===== src/rtl/generic_fifo_pkg.sv =====
// Shared types and helpers for the generic valid/grant stream FIFO.
// Holds the FSM state encoding and the pointer wrap rule.
package generic_fifo_pkg;

  typedef enum logic [1:0] {
    EMPTY  = 2'b00,
    MIDDLE = 2'b01,
    FULL   = 2'b10
  } fifo_state_e;

  function automatic int unsigned ptr_inc(
    input int unsigned ptr,
    input int unsigned depth
  );
    return (ptr == depth - 1) ? 0 : ptr + 1;
  endfunction

endpackage


===== src/rtl/fifo_wrap_ptr.sv =====
// Wrapping pointer register for the generic FIFO.
// Counts 0..DEPTH-1 on inc; clr takes priority and returns to 0.
module fifo_wrap_ptr
  import generic_fifo_pkg::*;
#(
  parameter int unsigned DEPTH = 8,
  localparam int unsigned AW = $clog2(DEPTH)
) (
  input  logic          clk,
  input  logic          rst_n,
  input  logic          inc,
  input  logic          clr,
  output logic [AW-1:0] ptr
);

  always_ff @(posedge clk or negedge rst_n) begin
    if (!rst_n) begin
      ptr <= '0;
    end else if (clr) begin
      ptr <= '0;
    end else if (inc) begin
      ptr <= AW'(ptr_inc(32'(ptr), DEPTH));
    end
  end

endmodule


===== src/rtl/generic_fifo_th.sv =====
// Valid/grant stream FIFO, any depth >= 2, with usage and threshold flags.
// Define GENERIC_FIFO_CG_EN to clock storage through cluster_clock_gating.
module generic_fifo_th
  import generic_fifo_pkg::*;
#(
  parameter int unsigned DATA_WIDTH   = 32,
  parameter int unsigned DATA_DEPTH   = 8,
  parameter int unsigned ALM_FULL_TH  = 6,
  parameter int unsigned ALM_EMPTY_TH = 2,
  localparam int unsigned AW = $clog2(DATA_DEPTH),
  localparam int unsigned CW = $clog2(DATA_DEPTH + 1)
) (
  input  logic                  clk,
  input  logic                  rst_n,
  input  logic                  test_mode_i,
  input  logic                  flush_i,
  input  logic [DATA_WIDTH-1:0] data_i,
  input  logic                  valid_i,
  output logic                  grant_o,
  output logic [DATA_WIDTH-1:0] data_o,
  output logic                  valid_o,
  input  logic                  grant_i,
  output logic [CW-1:0]         usage_o,
  output logic                  alm_full_o,
  output logic                  alm_empty_o
);

  fifo_state_e state_q, state_d;

  logic [DATA_WIDTH-1:0] mem [0:DATA_DEPTH-1];
  logic [AW-1:0]         wr_ptr, rd_ptr;
  logic [CW-1:0]         usage_q;
  logic                  push, pop, clr;

  assign push = valid_i & grant_o;
  assign pop  = valid_o & grant_i;

  always_comb begin
    grant_o = 1'b0;
    valid_o = 1'b0;
    case (state_q)
      EMPTY:  grant_o = 1'b1;
      MIDDLE: begin
        grant_o = 1'b1;
        valid_o = 1'b1;
      end
      FULL:   valid_o = 1'b1;
      default: ;
    endcase
    if (flush_i) begin
      grant_o = 1'b0;
      valid_o = 1'b0;
    end
  end

  always_comb begin
    state_d = state_q;
    clr     = flush_i;
    case (state_q)
      EMPTY: begin
        if (push) state_d = MIDDLE;
      end
      MIDDLE: begin
        if (push && !pop &&
            usage_q == CW'(DATA_DEPTH - 1))
          state_d = FULL;
        else if (pop && !push &&
                 usage_q == CW'(1))
          state_d = EMPTY;
      end
      FULL: begin
        if (pop) state_d = MIDDLE;
      end
      default: begin
        state_d = EMPTY;
        clr     = 1'b1;
      end
    endcase
    if (flush_i) state_d = EMPTY;
  end

  always_ff @(posedge clk or negedge rst_n) begin
    if (!rst_n) begin
      state_q <= EMPTY;
      usage_q <= '0;
    end else begin
      state_q <= state_d;
      if (clr)
        usage_q <= '0;
      else if (push && !pop)
        usage_q <= usage_q + CW'(1);
      else if (pop && !push)
        usage_q <= usage_q - CW'(1);
    end
  end

  fifo_wrap_ptr #(.DEPTH(DATA_DEPTH)) i_wr_ptr (
    .clk   (clk),
    .rst_n (rst_n),
    .inc   (push),
    .clr   (clr),
    .ptr   (wr_ptr)
  );

  fifo_wrap_ptr #(.DEPTH(DATA_DEPTH)) i_rd_ptr (
    .clk   (clk),
    .rst_n (rst_n),
    .inc   (pop),
    .clr   (clr),
    .ptr   (rd_ptr)
  );

`ifdef GENERIC_FIFO_CG_EN
  logic gclk;

  // Gate opens only on an accepted push, so no enable mux is needed.
  cluster_clock_gating i_cg (
    .clk_i     (clk),
    .en_i      (push),
    .test_en_i (test_mode_i),
    .clk_o     (gclk)
  );

  always_ff @(posedge gclk) begin
    mem[wr_ptr] <= data_i;
  end
`else
  logic unused_test_mode;
  assign unused_test_mode = test_mode_i;

  always_ff @(posedge clk) begin
    if (push) mem[wr_ptr] <= data_i;
  end
`endif

  assign data_o      = mem[rd_ptr];
  assign usage_o     = usage_q;
  assign alm_full_o  = usage_q >= CW'(ALM_FULL_TH);
  assign alm_empty_o = usage_q <= CW'(ALM_EMPTY_TH);

endmodule


===== config.mk =====
export PLATFORM = sky130hd
export DESIGN_NAME = generic_fifo_th
export DESIGN_NICKNAME = d
export VERILOG_FILES = /design/src/rtl/generic_fifo_pkg.sv /design/src/rtl/fifo_wrap_ptr.sv /design/src/rtl/generic_fifo_th.sv
export SDC_FILE = /design/constraint.sdc
export NUM_CORES = 1
export LEC_CHECK = 0
export CAP_MARGIN = 30
export CORE_ASPECT_RATIO = 0.9
export CORE_MARGIN = 3
export CORE_UTILIZATION = 48
export DETAILED_ROUTE_END_ITERATION = 8
export MAX_ROUTING_LAYER = met4
export PLACE_DENSITY_LB_ADDON = 0.05
export SLEW_MARGIN = 20
export SYNTH_ARGS = -nofsm -noshare
export SYNTH_HDL_FRONTEND = slang
export SYNTH_SLANG_ARGS = --single-unit

===== constraint.sdc =====
create_clock -name clk -period 5.3 [get_ports clk]
set_input_delay 1.325 -clock clk [delete_from_list [all_inputs] [get_ports clk]]
set_output_delay 1.325 -clock clk [all_outputs]
set_load 0.05 [all_outputs]

## Word level (Yosys, flattened, before mapping)

Memory sizes are Yosys's and may differ from the RTL's.
Index checks and enable logic that the tools add are counted.

| operators by class | value |
|---|---|
| $add $sub $neg | 4 |
| $mul | 0 |
| div/mod/pow operators | 0 |
| magnitude comparators | 2 |
| equal/unequal tests | 9 |
| shift operators | 0 |
| multiplexer cells | 22 |
| bitwise gates (word level) | 2 |
| reductions and logical operators | 14 |

Operators by type and width:

| kind | number |
|---|---|
| 3-bit 2-to-1 mux | 6 |
| 4-bit 2-to-1 mux | 3 |
| 2-bit 2-to-1 mux | 5 |
| 1-bit 2-to-1 mux | 7 |
| 3-bit by 1-bit adder with 3-bit output (second input constant) | 2 |
| 3-bit equality test (second input constant) | 2 |
| 3-bit != test (second input constant) | 2 |
| 2-bit one-hot mux with 3 select lines | 1 |
| 4-bit by 1-bit adder with 4-bit output (second input constant) | 1 |
| 4-bit by 1-bit equality test with 1-bit output (second input constant) | 1 |
| 4-bit by 3-bit equality test with 1-bit output (second input constant) | 1 |
| 4-bit by 3-bit >= comparator with 1-bit output (second input constant) | 1 |
| 4-bit by 2-bit less-or-equal comparator with 1-bit output (second input constant) | 1 |
| 1-bit logical AND | 4 |
| 4-bit != test (second input constant) | 1 |
| 2-bit nonzero test | 2 |
| 2-bit OR reduction | 2 |
| 4-bit by 1-bit subtractor with 4-bit output (second input constant) | 1 |
| 3-bit AND reduction | 1 |
| 3-bit nonzero test | 1 |
| 3-bit OR reduction | 1 |
| 1-bit bitwise AND | 2 |
| 2-bit by 1-bit equality test with 1-bit output (second input constant) | 1 |
| 2-bit equality test (second input constant) | 1 |
| 2 further kinds | 3 |

| word-level totals | value |
|---|---|
| flip-flop bits (word level) | 12 |
| bits in latches | 0 |
| memory bits (writable) | 256 |
| bits in read-only memories | 0 |
| output and inout bits | 40 |
| logic and storage cells | 58 |
| memories kept | 1 |

Memory list:

| name | depth | width | read ports | clocked after memory_dff | write ports | line | text |
|---|---|---|---|---|---|---|---|
| mem | 8 | 32 | 1 | 0 | 1 | generic_fifo_th.sv:30 | `logic [DATA_WIDTH-1:0] mem [0:DATA_DEPTH-1];` |

## Longest topological paths before layout

Gate-level depths: netlist (run 1).

| logic depth | value |
|---|---|
| word-level depth | 12 |
| mapped depth | 7 |
| mapped depth without buffers | 7 |

## By module

A second synthesis (run 1) with hierarchy kept.

| unflattened totals | value |
|---|---|
| cells, all modules | 474 |
| area, all modules | 10,717.8 um2 |

Modules (own cells, without submodules):

| module | instances | cells an instance | area an instance (um2) |
|---|---|---|---|
| generic_fifo_th | 1 | 449 | 10,410.0 |
| fifo_wrap_ptr (i_wr_ptr) | 1 | 13 | 156.4 |
| fifo_wrap_ptr (i_rd_ptr) | 1 | 12 | 151.4 |

## Worst setup path after synthesis (run 1)

Ideal clock, no wire load.

| path | value |
|---|---|
| path type | input to register |
| from | input port flush_i |
| to | memory mem[0][0], enable pin |
| library setup time | 0.501 ns |
| arrival | 5.073 ns |
| data required time | 4.799 ns |
| path slack | -0.274 ns |
| cell stages on the path | 4 |
| path buffers | 0 |
| path through | o21bai_2 inv_2 nand2_2 nor4_1 |

| on the way | value |
|---|---|
| longest elaborated chain between the ends | 4 |

Ends and longest elaborated chain:

| element | line | text |
|---|---|---|
| start: declaration | generic_fifo_th.sv:16 | `input logic flush_i,` |
| 1-bit 2-to-1 mux | generic_fifo_th.sv:50 | `if (flush_i) begin` |
| net grant_o | generic_fifo_th.sv:19 | `output logic grant_o,` |
| 1-bit bitwise AND | generic_fifo_th.sv:35 | `assign push = valid_i & grant_o;` |
| 1-bit 2-to-1 mux | generic_fifo_th.sv:132 | `if (push) mem[wr_ptr] <= data_i;` |
| 1-bit 2-to-1 mux (implied by the code) | generic_fifo_th.sv:132 |  |
| end: declaration | generic_fifo_th.sv:30 |  |

The timed path passes the listed nets, and every way through them passes these cells.

## Final worst setup path (run 1)

| path | value |
|---|---|
| from | register i_rd_ptr.ptr[0] |
| to | output port data_o[14] |

| on the way | value |
|---|---|
| longest elaborated chain between the ends | 1 |

Ends and longest elaborated chain:

| element | line | text |
|---|---|---|
| start: declaration | fifo_wrap_ptr.sv:13 | `output logic [AW-1:0] ptr` |
| start signal: assignment | fifo_wrap_ptr.sv:22 | `ptr <= AW'(ptr_inc(32'(ptr), DEPTH));` |
| memory read 8 x 32 bit | - |  |
| end: declaration | generic_fifo_th.sv:20 | `output logic [DATA_WIDTH-1:0] data_o,` |

No other way between the ends.

==> results of run 1 <==
[flip-flops by register name, indices dropped and copies added, names as in the netlist]
register and flops:
i_wr_ptr.ptr 3, usage_o 4, i_rd_ptr.ptr 3, mem 256, state_q 2
[cells by family after synthesis]
| family | after synthesis |
|---|---|
| mux | 98 |
| simple gates | 53 |
| flops | 268 |
| compound gates | 22 |
| buf+inv | 30 |
| xor+xnor | 2 |
| fa+ha+maj | 12 |
[final cells by class]
| class | instances | area (sq um) | share of cell area [%] |
|---|---|---|---|
| Inverter | 8 | 30.0 | 0.236 |
| Sequential cell | 268 | 7990 | 62.9 |
| Clock inverter | 15 | 126 | 0.994 |
| Clock buffer | 37 | 756 | 5.94 |
| Tap cell | 286 | 358 | 2.81 |
| Timing Repair Buffer | 95 | 953 | 7.50 |
| Multi-Input combinational cell | 187 | 2500 | 19.6 |
[cell usage after synthesis (all sizes together), types with 3 or more instances]
master / number / area share, %
a21oi: 7 / 0.37
ha: 12 / 1.4
nand2: 10 / 0.38
nor2: 11 / 0.39
nand2b: 3 / 0.18
o21ai: 3 / 0.14
clkbuf: 7 / 0.25
mux4: 64 / 14
nand3: 6 / 0.28
nor4: 3 / 0.24
mux2: 33 / 3.5
nor3: 6 / 0.28
buf: 15 / 1.1
inv: 8 / 0.28
edfxtp: 256 / 73
dfrtp: 12 / 2.8
[routing by layer]
layer	track usage, %	vias up
met5	-	-
met4	3.85	0
met3	3.10	31
met2	28.8	92
met1	23.0	2588
li1	-	2223
[metrics by stage]
step / instances / cell area (sq um)
finish: 896 / 12700
CTS: 896 / 12700
global route: 896 / 12700
global placement: 843 / 11800
detailed placement: 844 / 11800
floorplan: 485 / 10600
[power by group]
group	leakage, nW	internal (mW)	switching [mW]
clock	0.435	1.10	0.752
sequential	2.47	2.38	0.0481
combinational	1.15	0.294	0.401
total	4.05	3.77	1.20
[worst max path at each step]
stage / slack, ps / start / cells past startpoint / to
floorplan: 560 / flush_i / 4 / mem[2][0]$_DFFE_PP_
global placement: 810 / flush_i / 4 / grant_o
detailed placement: 810 / flush_i / 4 / grant_o
CTS: 630 / i_rd_ptr.ptr[0]$_DFFE_PN0P_ / 4 / data_o[4]
global route: 530 / i_rd_ptr.ptr[0]$_DFFE_PN0P_ / 4 / data_o[4]
finish: 730 / i_rd_ptr.ptr[0]$_DFFE_PN0P_ / 4 / data_o[14]
[worst reg2reg max path: cells and delay by family, from the launching register on]
kind                     cells  cell delay [ps]
buffers and inverters        3              740
AND/OR/NAND/NOR              2              720
flip-flops                   1              410
adder cells (fa/ha/maj)      1              230
AO/OA/AOI/OAI                1              120
==> metrics.cfg, run 1 <==
[power]
total_power_mw = 4.97
power_density_mw_per_mm2 = 391
peakVddDrop_mv = 0.270
power.leakage_nw = 4.05

[timing]
finalCritPeriodShare_pct = 86.2
holdWs_ps = 546
tightest_slew_ps = 619
worst_slack_ps = 730
max_freq_ghz = 0.219
final.setup.tns_ps = 0
rsz0062_at_grt = false
hold_viol = 0
maxSlewViolCount = 0
setup_viol = 0
slew_headroom_pct = 58.7
finClkSkew_ps = 8.26
period_needed_ps = 4570

[routing]
vias_per_cell = 5.51
drt_iter0_drc = 309
drc = 0
wl_met1_mm = 8.59
routed-wl-met2_mm = 10.0
highest_layer = met4
antenna_left = 0
wl_met3_um = 804
vias = 4934
post_drt_wl_per_cell_um = 22.1
dr.pass1.iters = 4
drt-total-wl_mm = 19.8

[clock_tree]
cts_root_buf = clkbuf_16
cts.repair.resized = 0
cts_tree = done
clk_latency_ps = 530
numCtsBuffers = 28
clk_pin_slew_ps = 60
cts_num_sinks = 268
ctsHoldBuffers = 0
post_cts_buffers = 0
clock_path_buffers = 3
htree_levels = 1

[yosys]
synthSimpleGateAreaFrac_pct = 2.67
synth-adder-area-share_pct = 1.42
synth.cell_area_sq_mm = 0.0106
synth_ff_type = edfxtp_1
syn-instance-count = 485
synth_top_family_by_area = multiplexers
synth-seq-area-share_pct = 75.4
ys_seq_elements = 268
syn_area_per_cell_sq_um = 21.8
synth_compound_area_share_pct = 1.56
synth_edf_count = 256
yosys_warnings = 0
synth_xor_area_share_pct = 0.165
synthDistinctLibCells = 46
async_reset_ff_share_pct = 4.48
muxShareOfSynthArea_pct = 17.2
syn_nets = 535

[place]
pre_cts_ws_ps = 805
io_buffers = 76
place.gp.congestion = 0.748
dp_hpwl_mm = 11.3

[die]
row_count = 50
dieArea_sq_mm = 0.0239
core_area_sq_mm = 0.0212
die_height_um = 147
start_util_pct = 50.0
io_pins = 78
die-width_um = 163

[finish]
drive_above_1_share_pct = 28.2
layout_commonest_cell = edfxtp_1
area_growth_pct = 20.0
final_core_util_pct = 59.9
final_cell_mix = 256 x edfxtp_1, 76 x clkdlybuf4s50_1, 64 x mux4_2, 32 x mux2_2, 29 x clkbuf_16
layout.nets = 638
antennaDiodeCount = 0
filler_cell_count = 1533

[critical_path]
rr_startpoint = state_q[1]$_DFFE_PN0P_
critPathBufInv = 2
max_stage_delay_ps = 800
cp_cell_sequence = buf_12 > mux4_2 > mux2_2 > clkdlybuf4s50_1
critical_path_class = reg2out
cp.arrival_ps = 3250
critical_path_required_ps = 3970
r2r_slack_ps = 2710
timing.rr.end = mem[7][27]$_DFFE_PP_
endpoint_kind = output pin
cp_slowest_cell = dfrtp_4
worst_setup_path_start_kind = flop
ff2ff_path_depth = 7
path_max_fanout = 29
critical_path.top_delay_family = buffers and inverters

[run]
drv_cap = 0

[grt]
grt_use_total_pct = 17.4
first_global_vias = 5334
antenna_found_initial = 0
grt_max_degree = 30
grt_pass1_wl_mm = 30.7
overflow = 0

[min_path]
holdPathStages = 1
worstHoldEndpoint = state_q[1]$_DFFE_PN0P_
hp-start = state_q[1]$_DFFE_PN0P_
hp-class = reg2reg

[status]
outcome = completed

Note: power is estimated with default switching activity, not from simulation.
==> run 2, diff against run 1 <==
--- a/config.mk
+++ b/config.mk
@@ -10,8 +10,7 @@
 export CORE_MARGIN = 3
 export CORE_UTILIZATION = 48
 export DETAILED_ROUTE_END_ITERATION = 8
-export MAX_ROUTING_LAYER = met4
-export PLACE_DENSITY_LB_ADDON = 0.05
+export PLACE_DENSITY = 0.73
 export SLEW_MARGIN = 20
 export SYNTH_ARGS = -nofsm -noshare
 export SYNTH_HDL_FRONTEND = slang
==> run 2 against run 1 <==
First-iteration DRC count up 48%. Routed wire length up 1.3%. Maximum frequency is 0.62% higher. Critical path depth stayed put. Sequential share of layout area is essentially flat. Global-route usage is 0.18 points lower. Via count grew 1.1%. Combinational power increased by 1%. Final cell count fell by 0.67%. Non-clock buffer count decreased by 2. Final area about the same. Clock skew hardly changed. Critical endpoint is now grant_o.
==> metrics.cfg, run 2 (same netlist as run 1, synthesis figures left out) <==
[routing]
drc = 0
vias_per_cell = 5.61
vias = 4990
dr.pass1.iters = 4
post_drt_wl_per_cell_um = 22.5
drt_iter0_drc = 457
antenna_left = 0
drt-total-wl_mm = 20.0

[grt]
overflow = 0
grt_max_degree = 35
first_global_vias = 5497
grt_use_total_pct = 17.2
grt_pass1_wl_mm = 31.7
antenna_found_initial = 2

[critical_path]
cp_slowest_cell = clkdlybuf4s50_1
endpoint_kind = output pin
cp_cell_sequence = clkdlybuf4s50_1 > o21bai_2 > inv_2 > clkdlybuf4s50_1
cp.arrival_ps = 3220
cp_num_cells = 4
critPathBufInv = 3
max_stage_delay_ps = 840
critical_path_class = in2out
ff2ff_path_depth = 7
critical_path_required_ps = 3970
critical_path.top_delay_family = buffers and inverters
critPathMostFrequentCell = clkdlybuf4s50_1
worst_setup_path_start_kind = input pin
path_max_fanout = 9

[timing]
worst_slack_ps = 758
period_needed_ps = 4540
setup_viol = 0
holdWs_ps = 554
rsz0062_at_grt = false
slew_headroom_pct = 39.7
maxSlewViolCount = 0
final.setup.tns_ps = 0
finClkSkew_ps = 8.72
tightest_slew_ps = 904
max_freq_ghz = 0.220
hold_viol = 0
finalCritPeriodShare_pct = 85.7

[die]
start_util_pct = 50.0
core_area_sq_mm = 0.0212
die_height_um = 147
io_pins = 78
die-width_um = 163
row_count = 50
dieArea_sq_mm = 0.0239

[status]
outcome = completed

[clock_tree]
cts.repair.resized = 0
cts_root_buf = clkbuf_16
clock_path_buffers = 3
cts_num_sinks = 268
ctsHoldBuffers = 0
clk_latency_ps = 520
cts_tree = done
clk_pin_slew_ps = 60
numCtsBuffers = 27
post_cts_buffers = 0
htree_levels = 1

[finish]
drive_above_1_share_pct = 28.3
area_growth_pct = 19.9
fin_area_sq_mm = 0.0127
fin_cells = 890
layout.nets = 635
antennaDiodeCount = 0
largest_reg_flops = 256
final_core_util_pct = 59.9
final_cell_mix = 256 x edfxtp_1, 76 x clkdlybuf4s50_1, 64 x mux4_2, 32 x mux2_2, 27 x clkbuf_16
layout_commonest_cell = edfxtp_1
max_flop_register = mem

[place]
place.gp.congestion = 0.757
pre_cts_ws_ps = 783
dp_hpwl_mm = 11.6
place_area_sq_mm = 0.0118
io_buffers = 76
placed_cells = 842

[power]
total_power_mw = 4.99
power_density_mw_per_mm2 = 393
power.leakage_nw = 4.04
peakVddDrop_mv = 0.250

[min_path]
holdPathStages = 1
hp-class = reg2reg

[run]
drv_cap = 0

## run 2: cell count changes in the layout (fill, tap and decap cells not counted), sizes merged
cell / before / now
inv: 9 / 10
clkbuf: 37 / 30
bufinv: 2 / 4
buf: 19 / 17
## run 2: cell type report
type / count / area (sq um)
multi-input combinational: 187 / 2500
clock buffer: 30 / 687
inverter: 8 / 30.0
clock inverter: 18 / 191
timing repair buffer: 93 / 951
fill: 1474 / 8500
tap: 286 / 358
sequential: 268 / 7990
## run 2: routing by layer
metal	global-route usage (%)	up-vias	wire length, um
met5	0	-	26
met4	3.34	4	366
met3	3.13	32	1250
met2	29.0	149	10100
met1	24.1	2593	8330
li1	-	2212	-
## run 2: final timing paths
check | start | endpoint | slack, ps
setup / recovery | flush_i | grant_o | 760
hold / removal | state_q[1]$_DFFE_PN0P_ | state_q[1]$_DFFE_PN0P_ | 550
setup reg to reg | state_q[0]$_DFFE_PN0P_ | mem[3][10]$_DFFE_PP_ | 2610
hold reg to reg | state_q[1]$_DFFE_PN0P_ | state_q[1]$_DFFE_PN0P_ | 550
max in group asynchronous | rst_n | i_rd_ptr.ptr[0]$_DFFE_PN0P_ | 3710
min in group asynchronous | rst_n | usage_o[0]$_DFFE_PN0P_ | 1170
## run 2: where the power goes
part           internal (mW)  leakage, nW  switching, mW
Clock                   1.12        0.437          0.740
Sequential              2.38         2.47         0.0468
Combinational          0.294         1.14          0.409
